$ cat src/rtl/wb_queue_pkg.sv
// Shared CPU parameters for the register-file write path.
// Holds the write-back queue defaults and a small sizing helper.
package wb_queue_pkg;

  localparam int WB_WIDTH   = 32;
  localparam int WB_REGBITS = 5;
  localparam int WB_DEPTH   = 4;

  // Occupancy counter must represent 0..DEPTH inclusive.
  function automatic int cnt_bits(input int depth);
    return $clog2(depth) + 1;
  endfunction

endpackage

$ cat src/rtl/wb_queue_if.sv
// Write-back queue bus: producer handshake, register-file drain port,
// operand forwarding lookups and occupancy.
interface wb_queue_if
  import wb_queue_pkg::*;
#(
  parameter int WIDTH   = WB_WIDTH,
  parameter int REGBITS = WB_REGBITS,
  parameter int DEPTH   = WB_DEPTH
);

  logic                       in_valid;
  logic                       in_ready;
  logic [REGBITS-1:0]         in_wa;
  logic [WIDTH-1:0]           in_wd;
  logic                       stall;
  logic                       regwrite;
  logic [REGBITS-1:0]         wa;
  logic [WIDTH-1:0]           wd;
  logic [REGBITS-1:0]         ra1;
  logic [REGBITS-1:0]         ra2;
  logic                       fwd1_hit;
  logic                       fwd2_hit;
  logic [WIDTH-1:0]           fwd1_data;
  logic [WIDTH-1:0]           fwd2_data;
  logic [cnt_bits(DEPTH)-1:0] count;

  modport slave (
    input  in_valid, in_wa, in_wd, stall, ra1, ra2,
    output in_ready, regwrite, wa, wd,
           fwd1_hit, fwd2_hit, fwd1_data, fwd2_data, count
  );

  modport master (
    output in_valid, in_wa, in_wd, stall, ra1, ra2,
    input  in_ready, regwrite, wa, wd,
           fwd1_hit, fwd2_hit, fwd1_data, fwd2_data, count
  );

endinterface

$ cat src/rtl/wb_fwd_sel.sv
// Youngest-match forwarding selector for one read port.
// Entries arrive ordered oldest (index 0) to youngest (index DEPTH-1).
module wb_fwd_sel
  import wb_queue_pkg::*;
#(
  parameter int WIDTH   = WB_WIDTH,
  parameter int REGBITS = WB_REGBITS,
  parameter int DEPTH   = WB_DEPTH
) (
  input  logic [REGBITS-1:0]            ra_i,
  input  logic [DEPTH-1:0]              valid_i,
  input  logic [DEPTH-1:0][REGBITS-1:0] wa_i,
  input  logic [DEPTH-1:0][WIDTH-1:0]   wd_i,
  output logic                          hit_o,
  output logic [WIDTH-1:0]              data_o
);

  logic [DEPTH-1:0] match;

  genvar gi;
  generate
    for (gi = 0; gi < DEPTH; gi++) begin : g_match
      assign match[gi] = valid_i[gi] && (wa_i[gi] == ra_i) && (ra_i != '0);
    end
  endgenerate

  // Scanning oldest to youngest lets the last match win.
  always_comb begin
    hit_o  = 1'b0;
    data_o = '0;
    for (int k = 0; k < DEPTH; k++) begin
      if (match[k]) begin
        hit_o  = 1'b1;
        data_o = wd_i[k];
      end
    end
  end

endmodule

$ cat src/rtl/wb_queue.sv
// Register-file write-back queue: FIFO of pending writes drained when not
// stalled, with youngest-entry forwarding to two operand read ports.
module wb_queue
  import wb_queue_pkg::*;
#(
  parameter int WIDTH   = WB_WIDTH,
  parameter int REGBITS = WB_REGBITS,
  parameter int DEPTH   = WB_DEPTH
) (
  input  logic    clk,
  input  logic    rst_n,
  wb_queue_if.slave bus
);

  localparam int PW = $clog2(DEPTH);
  localparam int CW = cnt_bits(DEPTH);

  logic [PW-1:0]      rd_ptr_q, rd_ptr_d;
  logic [PW-1:0]      wr_ptr_q, wr_ptr_d;
  logic [CW-1:0]      count_q, count_d;

  logic [REGBITS-1:0] mem_wa [DEPTH];
  logic [WIDTH-1:0]   mem_wd [DEPTH];

  logic               empty;
  logic               ready;
  logic               accept;
  logic               push;
  logic               pop;

  always_comb begin
    empty  = (count_q == '0);
    ready  = (count_q < CW'(DEPTH));
    accept = bus.in_valid && ready;
    // Writes to r0 complete the handshake but never occupy a slot.
    push   = accept && (bus.in_wa != '0);
    pop    = !empty && !bus.stall;
  end

  always_comb begin
    rd_ptr_d = rd_ptr_q;
    wr_ptr_d = wr_ptr_q;
    count_d  = count_q;
    if (push) begin
      wr_ptr_d = wr_ptr_q + 1'b1;
    end
    if (pop) begin
      rd_ptr_d = rd_ptr_q + 1'b1;
    end
    case ({push, pop})
      2'b10:   count_d = count_q + 1'b1;
      2'b01:   count_d = count_q - 1'b1;
      default: count_d = count_q;
    endcase
  end

  always_ff @(posedge clk or negedge rst_n) begin
    if (!rst_n) begin
      rd_ptr_q <= '0;
      wr_ptr_q <= '0;
      count_q  <= '0;
    end else begin
      rd_ptr_q <= rd_ptr_d;
      wr_ptr_q <= wr_ptr_d;
      count_q  <= count_d;
    end
  end

  // Entry storage is never cleared; validity comes from count/pointers only.
  always_ff @(posedge clk) begin
    if (push) begin
      mem_wa[wr_ptr_q] <= bus.in_wa;
      mem_wd[wr_ptr_q] <= bus.in_wd;
    end
  end

  // Re-order the ring into age order (slot 0 = head) for the selectors.
  logic [PW-1:0]                ord_idx [DEPTH];
  logic [DEPTH-1:0]             ord_valid;
  logic [DEPTH-1:0][REGBITS-1:0] ord_wa;
  logic [DEPTH-1:0][WIDTH-1:0]   ord_wd;

  genvar gi;
  generate
    for (gi = 0; gi < DEPTH; gi++) begin : g_order
      assign ord_idx[gi]   = rd_ptr_q + PW'(gi);
      assign ord_valid[gi] = (CW'(gi) < count_q);
      assign ord_wa[gi]    = mem_wa[ord_idx[gi]];
      assign ord_wd[gi]    = mem_wd[ord_idx[gi]];
    end
  endgenerate

  assign bus.in_ready = ready;
  assign bus.regwrite = pop;
  assign bus.wa       = empty ? '0 : mem_wa[rd_ptr_q];
  assign bus.wd       = empty ? '0 : mem_wd[rd_ptr_q];
  assign bus.count    = count_q;

  wb_fwd_sel #(
    .WIDTH   (WIDTH),
    .REGBITS (REGBITS),
    .DEPTH   (DEPTH)
  ) u_fwd1 (
    .ra_i    (bus.ra1),
    .valid_i (ord_valid),
    .wa_i    (ord_wa),
    .wd_i    (ord_wd),
    .hit_o   (bus.fwd1_hit),
    .data_o  (bus.fwd1_data)
  );

  wb_fwd_sel #(
    .WIDTH   (WIDTH),
    .REGBITS (REGBITS),
    .DEPTH   (DEPTH)
  ) u_fwd2 (
    .ra_i    (bus.ra2),
    .valid_i (ord_valid),
    .wa_i    (ord_wa),
    .wd_i    (ord_wd),
    .hit_o   (bus.fwd2_hit),
    .data_o  (bus.fwd2_data)
  );

endmodule

$ cat src/flat_wrapper.sv
// flat-port wrapper written by rule: the top's interface ports become plain ports
module wb_queue_flat import wb_queue_pkg::*;
#(
  parameter int WIDTH   = WB_WIDTH,
  parameter int REGBITS = WB_REGBITS,
  parameter int DEPTH   = WB_DEPTH
)
  (clk, rst_n, bus_in_valid, bus_in_wa, bus_in_wd, bus_stall, bus_ra1, bus_ra2, bus_in_ready, bus_regwrite, bus_wa, bus_wd, bus_fwd1_hit, bus_fwd2_hit, bus_fwd1_data, bus_fwd2_data, bus_count);
  wb_queue_if #(.WIDTH(WIDTH), .REGBITS(REGBITS), .DEPTH(DEPTH)) bus_i ();
  input  logic clk;
  input  logic rst_n;
  input wire logic [$bits(bus_i.in_valid)-1:0] bus_in_valid;
  input wire logic [$bits(bus_i.in_wa)-1:0] bus_in_wa;
  input wire logic [$bits(bus_i.in_wd)-1:0] bus_in_wd;
  input wire logic [$bits(bus_i.stall)-1:0] bus_stall;
  input wire logic [$bits(bus_i.ra1)-1:0] bus_ra1;
  input wire logic [$bits(bus_i.ra2)-1:0] bus_ra2;
  output wire logic [$bits(bus_i.in_ready)-1:0] bus_in_ready;
  output wire logic [$bits(bus_i.regwrite)-1:0] bus_regwrite;
  output wire logic [$bits(bus_i.wa)-1:0] bus_wa;
  output wire logic [$bits(bus_i.wd)-1:0] bus_wd;
  output wire logic [$bits(bus_i.fwd1_hit)-1:0] bus_fwd1_hit;
  output wire logic [$bits(bus_i.fwd2_hit)-1:0] bus_fwd2_hit;
  output wire logic [$bits(bus_i.fwd1_data)-1:0] bus_fwd1_data;
  output wire logic [$bits(bus_i.fwd2_data)-1:0] bus_fwd2_data;
  output wire logic [$bits(bus_i.count)-1:0] bus_count;
  assign bus_i.in_valid = bus_in_valid;
  assign bus_i.in_wa = bus_in_wa;
  assign bus_i.in_wd = bus_in_wd;
  assign bus_i.stall = bus_stall;
  assign bus_i.ra1 = bus_ra1;
  assign bus_i.ra2 = bus_ra2;
  assign bus_in_ready = bus_i.in_ready;
  assign bus_regwrite = bus_i.regwrite;
  assign bus_wa = bus_i.wa;
  assign bus_wd = bus_i.wd;
  assign bus_fwd1_hit = bus_i.fwd1_hit;
  assign bus_fwd2_hit = bus_i.fwd2_hit;
  assign bus_fwd1_data = bus_i.fwd1_data;
  assign bus_fwd2_data = bus_i.fwd2_data;
  assign bus_count = bus_i.count;
  wb_queue #(.WIDTH(WIDTH), .REGBITS(REGBITS), .DEPTH(DEPTH)) u_core (.clk(clk), .rst_n(rst_n), .bus(bus_i));
endmodule
$ cat config.mk
export PLATFORM = sky130hd
export DESIGN_NAME = wb_queue_flat
export DESIGN_NICKNAME = d
export VERILOG_FILES = /design/src/rtl/wb_queue_pkg.sv /design/src/rtl/wb_queue_if.sv /design/src/rtl/wb_fwd_sel.sv /design/src/rtl/wb_queue.sv /design/src/flat_wrapper.sv
export SDC_FILE = /design/constraint.sdc
export NUM_CORES = 1
export LEC_CHECK = 0
export CELL_PAD_IN_SITES_DETAIL_PLACEMENT = 0
export CELL_PAD_IN_SITES_GLOBAL_PLACEMENT = 1
export CORE_MARGIN = 10
export CORE_UTILIZATION = 44
export DETAILED_ROUTE_END_ITERATION = 10
export PLACE_DENSITY = 0.8
export SYNTH_ARGS = -nofsm -noshare
export SYNTH_HDL_FRONTEND = slang
export SYNTH_SLANG_ARGS = --single-unit
$ cat constraint.sdc
create_clock -name clk -period 3.7 [get_ports clk]
set_clock_uncertainty 0.15 [all_clocks]
set_input_delay 0.37 -clock clk [delete_from_list [all_inputs] [get_ports clk]]
set_output_delay 0.37 -clock clk [all_outputs]
set_load 0.05 [all_outputs]
==> impl_metrics.toml <==
[layout]
area_growth_syn_to_layout_pct = 45.3
final_net_count = 1423
final-instance-count-excl-fill = 1712
fin_area_sq_um = 17000
drive_above_1_share_pct = 35.0

[floorplan]
die_outline_height_um = 183
die_area_sq_um = 33600
die_w_um = 183
placeableCoreArea_sq_um = 26100
start_util_pct = 44.9
rows = 59
top_level_ports = 159

[grt]
first_global_vias = 11000
grt_antenna_before_repair = 1
grtUsageMet2_pct = 39.5
grtUsageTotal_pct = 24.2
wire_length_of_the_first_global_routing_pass_mm = 63.7
grt_most_used_layer = "met2"
groute.layer.met3.usage_pct = 4.60
grt_util_met1_pct = 30.2
grt_max_degree = 141
grt_overflow = 0

[synthesis]
synth_edf_count = 148
synth-seq-cells = 155
yosys.cell_types.count = 53
synth_commonest_cells = "148 x sky130_fd_sc_hd__edfxtp_1, 98 x sky130_fd_sc_hd__o21ai_0, 86 x sky130_fd_sc_hd__mux2i_1, 86 x sky130_fd_sc_hd__o22ai_1, 73 x sky130_fd_sc_hd__nor2_1"
syn_area_sq_um = 11700
main_synth_ff_type = "sky130_fd_sc_hd__edfxtp_1"
netlist.area_leader.share_pct = 37.9
postSynthAreaPerCell_sq_um = 9.88
post-synth-top-count-cell = "sky130_fd_sc_hd__edfxtp_1"
post-synth-top-area-cell = "sky130_fd_sc_hd__edfxtp_1"
postSynthNetCount = 1247
synth.yosys.seq_area_share_pct = 39.4
yosys-top-cells-area = "sky130_fd_sc_hd__edfxtp_1 38%, sky130_fd_sc_hd__mux2i_1 7.3%, sky130_fd_sc_hd__mux2_2 6.4%"
async_reset_ff_share_pct = 4.52
yosys_warnings = 0
netlist_instances = 1187

[drt]
ant_nets = 0
drt-wirelength-per-cell_um = 25.7
drc = 0
vias = 11200
first_pass_iters = 5
routed_wl_mm = 44.0
initialDrtViolationCount = 1070
vias_per_cell = 6.53

[clock_tree]
cts_hold_buffers = 0
path_clk_slew_ps = 70
tritoncts.num_buffers = 17
cts-root-to-sink-buffers = 2
tritoncts_clock_tree = "built"
clock_insertion_delay_worst_skew_ps = 430
cts.root.buffer_cell = "sky130_fd_sc_hd__clkbuf_16"
ctsHtreeMaxLevel = 4
number_of_sinks_on_the_clock_net = 155

[place]
dp_hpwl_mm = 25.3
placedInstanceArea_sq_um = 14500
dpl.cell_count = 1625
buffer_ports.inserted = 158
place_congestion = 0.967
post-place-ws_ps = 87.2

[outcome]
violations = "setup timing"
run_status = "finished with violations"

[flow_run]
reported_max_cap_violation_count = 0

[critical_path]
startpoint_type = "register"
crit_path_cell_trace = "buf_6, buf_6, mux4_2, xor2_1, nor4_1, nand4_1, a21oi_4, buf_6, buf_12, o2111ai_1, o221ai_2, buf_12"
worstPathRequired_ps = 3180
critical_path.most_common_cell = "sky130_fd_sc_hd__buf_6"
setup.worst_path.class = "register to output port"
end_kind = "output port"
slowest_delay_ps = 520
cpMaxStageDelayCell = "sky130_fd_sc_hd__dfrtp_4"
largest_fanout_on_the_critical_path = 6
critPathArrivalTime_ps = 3500

[power]
power-per-cell-area_nw_per_um2 = 943
power.ir.vdd_worst_uv = 597
p_leak_nw = 6.12

[sta]
period_needed_ps = 4020
finalCritPeriodShare_pct = 109
setup_slack_ps = -322
worst_slew_margin_rel_pct = 18.1
tightestPinTransition_ps = 1220
number_of_hold_slack_violations_in_the_final_timing_report = 0
max_clock_freq_ghz = 0.249
slew_limit_fails = 0
rsz0062_at_grt = "true"
setup_violators_final = 62
final.setup.tns_ps = -12340

[worst_hold_path]
timing.hold.worst.class = "input pin to async pin"
==> report_power, final <==
part           internal (W)  switching (W)  total [W]
Sequential          0.00221       0.000235    0.00245
Combinational       0.00465        0.00720     0.0118
Clock               0.00101       0.000751    0.00176
Total               0.00786        0.00819     0.0161
==> what timing repair did <==
item | in CTS | in global routing
buffers inserted | 32 | 12
endpoints found under the hold margin | 0 | 0
cloned | 6 | 6
gates resized for setup | 142 | 112
pin swaps | 23 | 42
setup endpoints to repair | 78 | 76
==> cells in the final DEF, fill, tap and decap left out, types with 30 or more instances in the layout <==
cell type / count
sky130_fd_sc_hd__edfxtp_1: 148
sky130_fd_sc_hd__nor2_1: 73
sky130_fd_sc_hd__nand2b_1: 30
sky130_fd_sc_hd__mux2i_1: 77
sky130_fd_sc_hd__mux2_2: 67
sky130_fd_sc_hd__nor3_1: 52
sky130_fd_sc_hd__clkdlybuf4s50_1: 71
sky130_fd_sc_hd__o22ai_2: 31
sky130_fd_sc_hd__buf_4: 79
sky130_fd_sc_hd__nor2b_1: 31
sky130_fd_sc_hd__nand2_1: 56
sky130_fd_sc_hd__o21ai_0: 81
sky130_fd_sc_hd__buf_12: 82
sky130_fd_sc_hd__o22ai_1: 42
==> worst max-delay path, delay by kind of cell (launching register included) <==
kind | cells | cell delay (ps)
AOI/OAI and AO/OA | 3 | 590
buffers and inverters | 5 | 740
xor gates and xnor gates | 1 | 170
and+or+nand+nor | 2 | 600
muxes | 1 | 440
DFF | 1 | 520
==> cells by family after synthesis <==
group                    after synthesis  synth area share, %
AO/OA/AOI/OAI                        363                 21.2
AND/OR/NAND/NOR                      314                 13.3
multiplexers                         165                 16.1
flip-flops                           155                 39.4
buffers and inverters                125                 4.74
XOR/XNOR                              56                 4.25
adder cells (fa/ha/maj)                9                0.961
==> area by class of cell <==
cell class	count	area [sq um]
Antenna cell	1	2.50
Clock buffer	18	429
Clock inverter	14	161
Fill cell	1934	9100
Inverter	8	35.0
Multi-Input combinational cell	909	7840
Sequential cell	155	4630
Tap cell	335	419
Timing Repair Buffer	272	3520
==> metrics by stage <==
stage	hold WS, ps	utilization (%)	total power (W)
5_1_grt	84.7	65.2	0.0168
3_3_place_gp	438	55.7	0.0124
4_1_cts	63.5	62.2	0.0152
3_5_place_dp	461	55.7	0.0125
6_report	70.3	65.2	0.0161
2_1_floorplan	-75.6	-	0.00917
==> sequential cells by signal, indices dropped and copies added, names as in the netlist <==
name	cells
u_core.rd_ptr_q	2
u_core.bus.count	3
u_core.mem_wa	20
u_core.wr_ptr_q	2
u_core.mem_wd	128
==> path summary, 6_finish.rpt <==
kind / start / to / slack (ps) / cells past startpoint
worst max-delay path: u_core.rd_ptr_q[0] / bus_fwd1_data[13] / -320 / 12
worst min-delay path: rst_n / u_core.bus.count[1] / 70 / 1
worst max register to register: u_core.bus.count[1] / u_core.bus.count[2] / 540 / 8
worst min register to register: u_core.bus.count[0] / u_core.bus.count[0] / 490 / 1
max in group asynchronous: rst_n / u_core.rd_ptr_q[0] / 3030 / 1
min in group clk: bus_in_wd[19] / u_core.mem_wd[2][19] / 420 / 1
==> metal layers <==
layer / vias to the layer above / wire length [um]
li1: 4959 / -
met2: 648 / 20900
met5: - / 0
met4: 0 / 1720
met3: 122 / 3530
met1: 5455 / 17900
Note: power is estimated with default switching activity, not from simulation.
